[src/rtl/ctrl_pkg.sv]
// Opcode, state and ACC-mux encodings shared by controller_fsm_mc and ctrl_decode.
// Optional macro CTRL_CARRY_JUMPS_EN makes the carry jumps (9, E) legal.
package ctrl_pkg;

  localparam logic [3:0] OP_NOP        = 4'h0;
  localparam logic [3:0] OP_ADD        = 4'h1;
  localparam logic [3:0] OP_SUB        = 4'h2;
  localparam logic [3:0] OP_NOR        = 4'h3;
  localparam logic [3:0] OP_REG_TO_ACC = 4'h4;
  localparam logic [3:0] OP_ACC_TO_REG = 4'h5;
  localparam logic [3:0] OP_JMPZ_REG   = 4'h6;
  localparam logic [3:0] OP_JMPZ_IMM   = 4'h7;
  localparam logic [3:0] OP_JMPNZ_REG  = 4'h8;
  localparam logic [3:0] OP_JMPNZ_IMM  = 4'hA;
  localparam logic [3:0] OP_SHFL       = 4'hB;
  localparam logic [3:0] OP_SHFR       = 4'hC;
  localparam logic [3:0] OP_IMM_TO_ACC = 4'hD;
  localparam logic [3:0] OP_HALT       = 4'hF;
`ifdef CTRL_CARRY_JUMPS_EN
  localparam logic [3:0] OP_JMPC_IMM   = 4'h9;
  localparam logic [3:0] OP_JMPNC_IMM  = 4'hE;
`endif

  typedef enum logic [2:0] {
    ST_FETCH  = 3'd0,
    ST_DECODE = 3'd1,
    ST_EXEC   = 3'd2,
    ST_HALTED = 3'd3,
    ST_TRAP   = 3'd4
  } state_t;

  localparam logic [1:0] ACC_IMM = 2'b00;
  localparam logic [1:0] ACC_REG = 2'b01;
  localparam logic [1:0] ACC_ALU = 2'b11;

  // Opcode arrives zero-extended to 32 bits; any set upper bit is illegal.
  function automatic logic is_legal_op(input logic [31:0] op);
    logic [3:0] lo;
    lo = op[3:0];
    is_legal_op = 1'b0;
    if (op[31:4] == 28'd0) begin
      case (lo)
        OP_NOP, OP_ADD, OP_SUB, OP_NOR, OP_REG_TO_ACC, OP_ACC_TO_REG,
        OP_JMPZ_REG, OP_JMPZ_IMM, OP_JMPNZ_REG, OP_JMPNZ_IMM,
        OP_SHFL, OP_SHFR, OP_IMM_TO_ACC, OP_HALT: is_legal_op = 1'b1;
`ifdef CTRL_CARRY_JUMPS_EN
        OP_JMPC_IMM, OP_JMPNC_IMM:               is_legal_op = 1'b1;
`endif
        default:                                 is_legal_op = 1'b0;
      endcase
    end
  endfunction

endpackage

[src/rtl/ctrl_decode.sv]
// Combinational EXEC-phase decode: latched opcode and flags to datapath controls.
// Carry jumps are decoded only when CTRL_CARRY_JUMPS_EN is defined.
module ctrl_decode
  import ctrl_pkg::*;
#(
  parameter int unsigned OPC_W = 4
) (
  input  logic [OPC_W-1:0] op_i,
  input  logic             zf_i,
`ifdef CTRL_CARRY_JUMPS_EN
  input  logic             cf_i,
`endif
  output logic             load_pc_o,
  output logic             sel_pc_o,
  output logic             load_reg_o,
  output logic             load_acc_o,
  output logic [1:0]       sel_acc_o,
  output logic [OPC_W-1:0] sel_alu_o,
  output logic             flag_we_o
);

  logic take;
  logic jmp_imm;

  always_comb begin
    load_pc_o  = 1'b0;
    sel_pc_o   = 1'b0;
    load_reg_o = 1'b0;
    load_acc_o = 1'b0;
    sel_acc_o  = ACC_IMM;
    sel_alu_o  = OPC_W'(OP_NOP);
    flag_we_o  = 1'b0;
    take       = 1'b0;
    jmp_imm    = 1'b0;
    case (op_i)
      OPC_W'(OP_ADD), OPC_W'(OP_SUB), OPC_W'(OP_NOR),
      OPC_W'(OP_SHFL), OPC_W'(OP_SHFR): begin
        load_acc_o = 1'b1;
        sel_acc_o  = ACC_ALU;
        sel_alu_o  = op_i;
        flag_we_o  = 1'b1;
      end
      OPC_W'(OP_REG_TO_ACC): begin
        load_acc_o = 1'b1;
        sel_acc_o  = ACC_REG;
      end
      OPC_W'(OP_IMM_TO_ACC): load_acc_o = 1'b1;
      OPC_W'(OP_ACC_TO_REG): load_reg_o = 1'b1;
      OPC_W'(OP_JMPZ_REG):   take = zf_i;
      OPC_W'(OP_JMPZ_IMM):   begin take = zf_i;  jmp_imm = 1'b1; end
      OPC_W'(OP_JMPNZ_REG):  take = ~zf_i;
      OPC_W'(OP_JMPNZ_IMM):  begin take = ~zf_i; jmp_imm = 1'b1; end
`ifdef CTRL_CARRY_JUMPS_EN
      OPC_W'(OP_JMPC_IMM):   begin take = cf_i;  jmp_imm = 1'b1; end
      OPC_W'(OP_JMPNC_IMM):  begin take = ~cf_i; jmp_imm = 1'b1; end
`endif
      default: ;
    endcase
    // A not-taken jump leaves every control at its idle value.
    if (take) begin
      load_pc_o = 1'b1;
      sel_pc_o  = jmp_imm;
      sel_alu_o = op_i;
    end
  end

endmodule

[src/rtl/controller_fsm_mc.sv]
// Multi-cycle FETCH/DECODE/EXEC accumulator controller with imem handshake, HALT/resume and trap.
// Optional macro CTRL_CARRY_JUMPS_EN enables JMPC_IMM / JMPNC_IMM.
module controller_fsm_mc
  import ctrl_pkg::*;
#(
  parameter int unsigned OPC_W         = 4,
  parameter int unsigned FETCH_TIMEOUT = 15,
  parameter int unsigned TMO_W         = 4
) (
  input  logic             Clk,
  input  logic             reset_n,
  input  logic [OPC_W-1:0] Opcode,
  input  logic             Z,
  input  logic             C,
  input  logic             imem_ack,
  input  logic             resume,
  output logic             imem_req,
  output logic             LoadIR,
  output logic             IncPC,
  output logic             SelPC,
  output logic             LoadPC,
  output logic             LoadReg,
  output logic             LoadAcc,
  output logic [1:0]       SelAcc,
  output logic [OPC_W-1:0] SelALU,
  output logic             halted,
  output logic             illegal_op
);

  localparam logic [TMO_W-1:0] TMO_LIM = TMO_W'(FETCH_TIMEOUT);

  state_t           state_q, state_d;
  logic [OPC_W-1:0] op_q, op_d;
  logic             zf_q, zf_d, cf_q, cf_d;
  logic [TMO_W-1:0] cnt_q, cnt_d;

  logic             dec_load_pc, dec_sel_pc, dec_load_reg, dec_load_acc, dec_flag_we;
  logic [1:0]       dec_sel_acc;
  logic [OPC_W-1:0] dec_sel_alu;

  ctrl_decode #(.OPC_W(OPC_W)) u_decode (
    .op_i       (op_q),
    .zf_i       (zf_q),
`ifdef CTRL_CARRY_JUMPS_EN
    .cf_i       (cf_q),
`endif
    .load_pc_o  (dec_load_pc),
    .sel_pc_o   (dec_sel_pc),
    .load_reg_o (dec_load_reg),
    .load_acc_o (dec_load_acc),
    .sel_acc_o  (dec_sel_acc),
    .sel_alu_o  (dec_sel_alu),
    .flag_we_o  (dec_flag_we)
  );

  always_ff @(posedge Clk or negedge reset_n) begin
    if (!reset_n) begin
      state_q <= ST_FETCH;
      op_q    <= OPC_W'(OP_NOP);
      zf_q    <= 1'b0;
      cf_q    <= 1'b0;
      cnt_q   <= '0;
    end else begin
      state_q <= state_d;
      op_q    <= op_d;
      zf_q    <= zf_d;
      cf_q    <= cf_d;
      cnt_q   <= cnt_d;
    end
  end

  always_comb begin
    state_d = state_q;
    op_d    = op_q;
    zf_d    = zf_q;
    cf_d    = cf_q;
    cnt_d   = '0;
    case (state_q)
      ST_FETCH: begin
        if (imem_ack) begin
          state_d = ST_DECODE;
        end else begin
          cnt_d = cnt_q + TMO_W'(1);
          if ((FETCH_TIMEOUT != 0) && (cnt_d == TMO_LIM)) state_d = ST_TRAP;
        end
      end
      ST_DECODE: begin
        op_d = Opcode;
        if (Opcode == OPC_W'(OP_HALT))      state_d = ST_HALTED;
        else if (!is_legal_op(32'(Opcode))) state_d = ST_TRAP;
        else                                state_d = ST_EXEC;
      end
      ST_EXEC: begin
        state_d = ST_FETCH;
        if (dec_flag_we) begin
          zf_d = Z;
          cf_d = C;
        end
      end
      ST_HALTED: if (resume) state_d = ST_FETCH;
      ST_TRAP:   state_d = ST_TRAP;
      default:   state_d = ST_TRAP;
    endcase
  end

  // FETCH outputs are gated by reset_n so nothing fires while reset is held.
  always_comb begin
    imem_req   = 1'b0;
    LoadIR     = 1'b0;
    IncPC      = 1'b0;
    SelPC      = 1'b0;
    LoadPC     = 1'b0;
    LoadReg    = 1'b0;
    LoadAcc    = 1'b0;
    SelAcc     = ACC_IMM;
    SelALU     = OPC_W'(OP_NOP);
    halted     = 1'b0;
    illegal_op = 1'b0;
    case (state_q)
      ST_FETCH: begin
        imem_req = reset_n;
        LoadIR   = reset_n & imem_ack;
        IncPC    = reset_n & imem_ack;
      end
      ST_EXEC: begin
        SelPC   = dec_sel_pc;
        LoadPC  = dec_load_pc;
        LoadReg = dec_load_reg;
        LoadAcc = dec_load_acc;
        SelAcc  = dec_sel_acc;
        SelALU  = dec_sel_alu;
      end
      ST_HALTED: halted     = 1'b1;
      ST_TRAP:   illegal_op = 1'b1;
      default: ;
    endcase
  end

endmodule

[config.mk]
export PLATFORM = sky130hd
export DESIGN_NAME = controller_fsm_mc
export DESIGN_NICKNAME = d
export VERILOG_FILES = /design/src/rtl/ctrl_pkg.sv /design/src/rtl/ctrl_decode.sv /design/src/rtl/controller_fsm_mc.sv
export SDC_FILE = /design/constraint.sdc
export NUM_CORES = 1
export LEC_CHECK = 0
export ABC_AREA = 1
export BUFFER_PORTS_ARGS = -buffer_cell sky130_fd_sc_hd__clkbuf_2
export CORE_UTILIZATION = 44
export CTS_CLUSTER_SIZE = 28
export DETAILED_ROUTE_END_ITERATION = 10
export GPL_TIMING_DRIVEN = 0
export PLACE_DENSITY_LB_ADDON = 0.2
export SYNTH_ARGS = -nofsm -noshare
export SYNTH_HDL_FRONTEND = slang
export SYNTH_SLANG_ARGS = --single-unit
[constraint.sdc]
create_clock -name Clk -period 1 [get_ports Clk]
set_input_delay 0.1 -clock Clk [delete_from_list [all_inputs] [get_ports Clk]]
set_output_delay 0.1 -clock Clk [all_outputs]
set_load 0.05 [all_outputs]
==> impl_metrics.tcl, run 1 <==
set metrics [dict create \
    syn_area_per_cell_um2 6.60 \
    pre_cts_ws_ns -0.527 \
    synth_simple_gate_area_share_pct 38.5 \
    cts_max_level 1 \
    stop_stage "global routing (5_1_grt)" \
    synth_area_um2 812 \
    synth_cell_types 20 \
    synthArstFlopShare_pct 100 \
    synth_compound_gate_area_share_pct 8.01 \
    synth_edf_count 0 \
    port_buffers 23 \
    stop_error "[ERROR DPL-0038] Utilization greater than 100%, impossible to legalize" \
    rows 15 \
    die_x_um 45.0 \
    synth_flop_cell "dfrtp_1" \
    ys_ff_latch 12 \
    syn_inst 123 \
    yosys_warnings 0 \
    endpoint_type "output port" \
    synth_top_family_by_area "simple AND/OR/NAND/NOR gates" \
    grt_start_max_net_pins 13 \
    pin_count 25 \
    root_buffer "clkbuf_4" \
    clock_path_buffers 2 \
    synth.area.mux_share_pct 0 \
    initial_core_util_pct 47.0 \
    synthAdderAreaFrac_pct 3.08 \
    numCtsBuffers 3 \
    synth_xor_area_share_pct 0 \
    grt-worst-endpoint "SelALU[3]" \
    place_congestion 0.825 \
    cts_sinks 12 \
    die_h_um 45.0 \
    dp_hpwl_mm 1.43 \
    status "aborted with a tool error" \
    synth_fp_nets 135 \
    yosysSeqAreaShare_pct 37.0 \
]
## cells in the mapped netlist, types with 2 or more instances
master   count  area [µm²]
nand3_1      8        40.0
nand4_1      2        12.5
a21oi_1      3        15.0
o21ai_0      3        15.0
nand2_1     31         116
o21ai_1      4        20.0
nand2_2      4        25.0
inv_1       20        75.1
nor2_2       2        12.5
nor2_1      21        78.8
ha_1         2        25.0
inv_2        4        15.0
dfrtp_1     12         300
## stage by stage
| step | setup TNS [ns] | area (µm²) | std cells | hold slack, ns | util (%) |
|---|---|---|---|---|---|
| 2_1_floorplan | -5.08 | 942 | 123 | -0.196 | - |
| 3_3_place_gp | -6.62 | 1090 | 171 | 0.00990 | 63.0 |
| 3_5_place_dp | -7.20 | 1090 | 171 | 0.00781 | 63.0 |
| 4_1_cts | -9.16 | 1620 | 200 | 0.0315 | 93.8 |
## timing repair
item | in CTS
pin swaps | 13
endpoints found under the setup margin | 27
resized for setup | 67
gates cloned | 1
endpoints found under the hold margin | 12
hold buffers | 1
setup buffers | 23
## cell families after synthesis
family,after synthesis
compound gates,12
flops,12
simple gates,71
buf+inv,26
fa+ha+maj,2
==> run 2, diff against run 1 <==
--- a/config.mk
+++ b/config.mk
@@ -7,11 +7,11 @@
 export LEC_CHECK = 0
 export ABC_AREA = 1
 export BUFFER_PORTS_ARGS = -buffer_cell sky130_fd_sc_hd__clkbuf_2
-export CORE_UTILIZATION = 44
-export CTS_CLUSTER_SIZE = 28
+export CORE_AREA = 2 2 63 65
 export DETAILED_ROUTE_END_ITERATION = 10
+export DIE_AREA = 0 0 65 67
 export GPL_TIMING_DRIVEN = 0
-export PLACE_DENSITY_LB_ADDON = 0.2
+export PLACE_DENSITY_LB_ADDON = 0.15
 export SYNTH_ARGS = -nofsm -noshare
 export SYNTH_HDL_FRONTEND = slang
 export SYNTH_SLANG_ARGS = --single-unit
==> constraint.sdc (replaced) <==
create_clock -name Clk -period 1.3 [get_ports Clk]
set_input_delay 0.13 -clock Clk [delete_from_list [all_inputs] [get_ports Clk]]
set_output_delay 0.13 -clock Clk [all_outputs]
set_load 0.05 [all_outputs]
==> run 2 against run 1 <==
Compared with the run above: the flow now finishes, with violations (setup timing); synthesized cell count stayed put; area after synthesis stayed put.
==> impl_metrics.tcl, run 2 <==
set metrics [dict create \
    status "finished with violations" \
    violations "setup timing" \
    synth_fp_nets 135 \
    grt_pass1_wl_mm 3.93 \
    syn_area_per_cell_um2 6.60 \
    setup_ws_ns -0.281 \
    cts_max_level 1 \
    hold_viol 0 \
    die_h_um 67 \
    worstSetupPathType "flop to primary output" \
    port_buffers 23 \
    pwr-share-comb_pct 66.1 \
    grt_usage_pct 11.7 \
    reg_top3 "cnt_q: 4 flops, op_q: 4 flops, state_q: 3 flops" \
    intPower_uw 1790 \
    drv_slew 0 \
    startpoint_type "flop" \
    final_cell_mix "27 x nand2_1, 16 x buf_4, 13 x inv_1" \
    pwr-share-seq_pct 21.8 \
    ir_drop_v 0.00136 \
    dr.pass1.iters 4 \
    antenna_found_initial 0 \
    dp_hpwl_mm 1.54 \
    syn_inst 123 \
    cellLeakagePower_uw 0.000737 \
    ys_top_cells_by_count "31 x nand2_1, 21 x nor2_1, 20 x inv_1" \
    critical_path_arrival_ns 1.45 \
    root_buffer "clkbuf_8" \
    cap_violations 0 \
    swShare_pct 46.8 \
    yosysSeqAreaShare_pct 37.0 \
    grt_start_max_net_pins 13 \
    nNetsFinal 184 \
    yosys_warnings 0 \
    die-area_um2 4360 \
    pre_cts_ws_ns -0.320 \
    fin_crit_sh_pct 122 \
    synth.area.top_cells "dfrtp_1 37%, nand2_1 14%, nor2_1 9.7%" \
    vias 933 \
    clock_path_buffers 2 \
    synth_cell_types 20 \
    pin_count 25 \
    path_max_fanout 6 \
    grt_pass1_vias 958 \
    finalNonFillerCells 219 \
    initial_core_util_pct 22.5 \
    die_x_um 65 \
    setup_viol 15 \
    r2r_end "state_q[0]" \
    drive_above_1_share_pct 57.9 \
    synth_top_area_share_pct 37.0 \
    min_from "Z" \
    fin_crit_ns 1.58 \
    holdPathEnd "zf_q" \
    p_sw_uw 1580 \
    yosysMostFrequentCell "nand2_1" \
    via_per_inst 4.26 \
    wl_per_cell_um 10.3 \
    fin_worst_skew_ns 0.00120 \
    p_per_area_nw_per_um2 2110 \
    synth_flop_cell "dfrtp_1" \
    synth_edf_count 0 \
    worstHoldPathType "input port to flop" \
    synthArstFlopShare_pct 100 \
    numPlacedInstances 194 \
    area_delta_synth_final_pct 96.1 \
    first_iter_violations 26 \
    cts_tree "built" \
    reg2reg_slack_ns 0.08 \
    rsz0062_at_grt "yes" \
    n_antenna_cell 0 \
    cp-end-kind "primary output" \
    clk_latency_ns 0.24 \
    fmax_mhz 632 \
    ant_nets 0 \
    synth_top_area_cell "dfrtp_1" \
    path_clk_slew_ns 0.05 \
    reg2reg_from "state_q[2]" \
    cts_sinks 12 \
    tightest_slew_ns 0.569 \
    worstPathRequired_ns 1.17 \
    routed_wl_mm 2.27 \
    ys_ff_latch 12 \
    place_congestion 0.784 \
    numCtsBuffers 3 \
    grt_overflow_total 0 \
    synth_area_um2 812 \
    final_common_cell "nand2_1" \
    fp.coreArea_um2 3610 \
    whs_path_depth 3 \
    post-route-drc-count 0 \
    ff2ff_path_depth 7 \
    timing.max_slew.rel_slack_pct 61.9 \
    rows 22 \
    clkPwrFrac_pct 12.1 \
]
run 2: area by class of cell:
| type | instances | area [µm²] |
|---|---|---|
| Timing Repair Buffer | 44 | 457 |
| Inverter | 24 | 100 |
| Multi-Input combinational cell | 85 | 591 |
| Buffer | 2 | 22.5 |
| Clock buffer | 4 | 55.1 |
| Fill cell | 379 | 2010 |
| Sequential cell | 12 | 308 |
| Tap cell | 48 | 60.1 |
run 2: cell families after synthesis:
kind of cell	Yosys count	synth area share [%]
compound gates	12	8.01
simple gates	71	38.5
buf+inv	26	13.4
fa+ha+maj	2	3.08
flops	12	37.0
run 2: worst max path at each step:
stage	from	to	slack (ns)	cells after the start
6_report	state_q[2]	LoadReg	-0.28	5
5_1_grt	op_q[3]	SelALU[1]	-0.36	8
4_1_cts	op_q[0]	SelALU[1]	-0.28	8
3_5_place_dp	op_q[2]	SelALU[0]	-0.32	8
3_3_place_gp	op_q[2]	SelALU[0]	-0.32	8
2_1_floorplan	state_q[2]	LoadAcc	-0.24	3
run 2: timing repair:
item | 4_1_cts | 5_1_grt
resized for setup | 57 | 23
pin swaps | 11 | 5
cloned | 0 | 0
setup endpoints to repair | 15 | 18
hold buffers | 1 | 0
buffers inserted | 18 | 3
hold endpoints to repair | 12 | 0
run 2: metrics by stage:
step / TNS [ns] / hold WS (ns) / util [%] / area [µm²] / total power, µW
floorplan: -1.16 / -0.166 / - / 918 / 1740
global placement: -2.73 / 0.0504 / 30.3 / 1090 / 1970
detailed placement: -2.78 / 0.0533 / 30.3 / 1090 / 1980
CTS: -3.14 / 0.0947 / 42.3 / 1520 / 3170
global route: -4.10 / 0.114 / 44.2 / 1590 / 3620
finish: -2.94 / 0.0905 / 44.2 / 1590 / 3370
run 2: power groups by stage:
stage | registers (µW) | logic, µW | clock network, µW
2_1_floorplan | 690 | 1050 | 0
3_3_place_gp | 731 | 1240 | 0
3_5_place_dp | 732 | 1250 | 0
4_1_cts | 708 | 2040 | 417
5_1_grt | 760 | 2420 | 441
6_report | 735 | 2220 | 408
run 2: worst max-delay path: stages, from the launching register on:
cell and delay (ns):
dfrtp_2 0.43, nor3_4 0.22, buf_12 0.15, inv_8 0.05, nor4_4 0.14, clkbuf_8 0.23
run 2: layer usage:
layer | track usage, % | up-vias | part of all wire [%]
met3 | 2.03 | 4 | 4.1
met5 | 0 | - | 0
met1 | 12.2 | 435 | 39
met2 | 22.9 | 22 | 56
met4 | 4.79 | 0 | 1.0
li1 | - | 472 | -
Note: power is estimated with default switching activity, not from simulation.
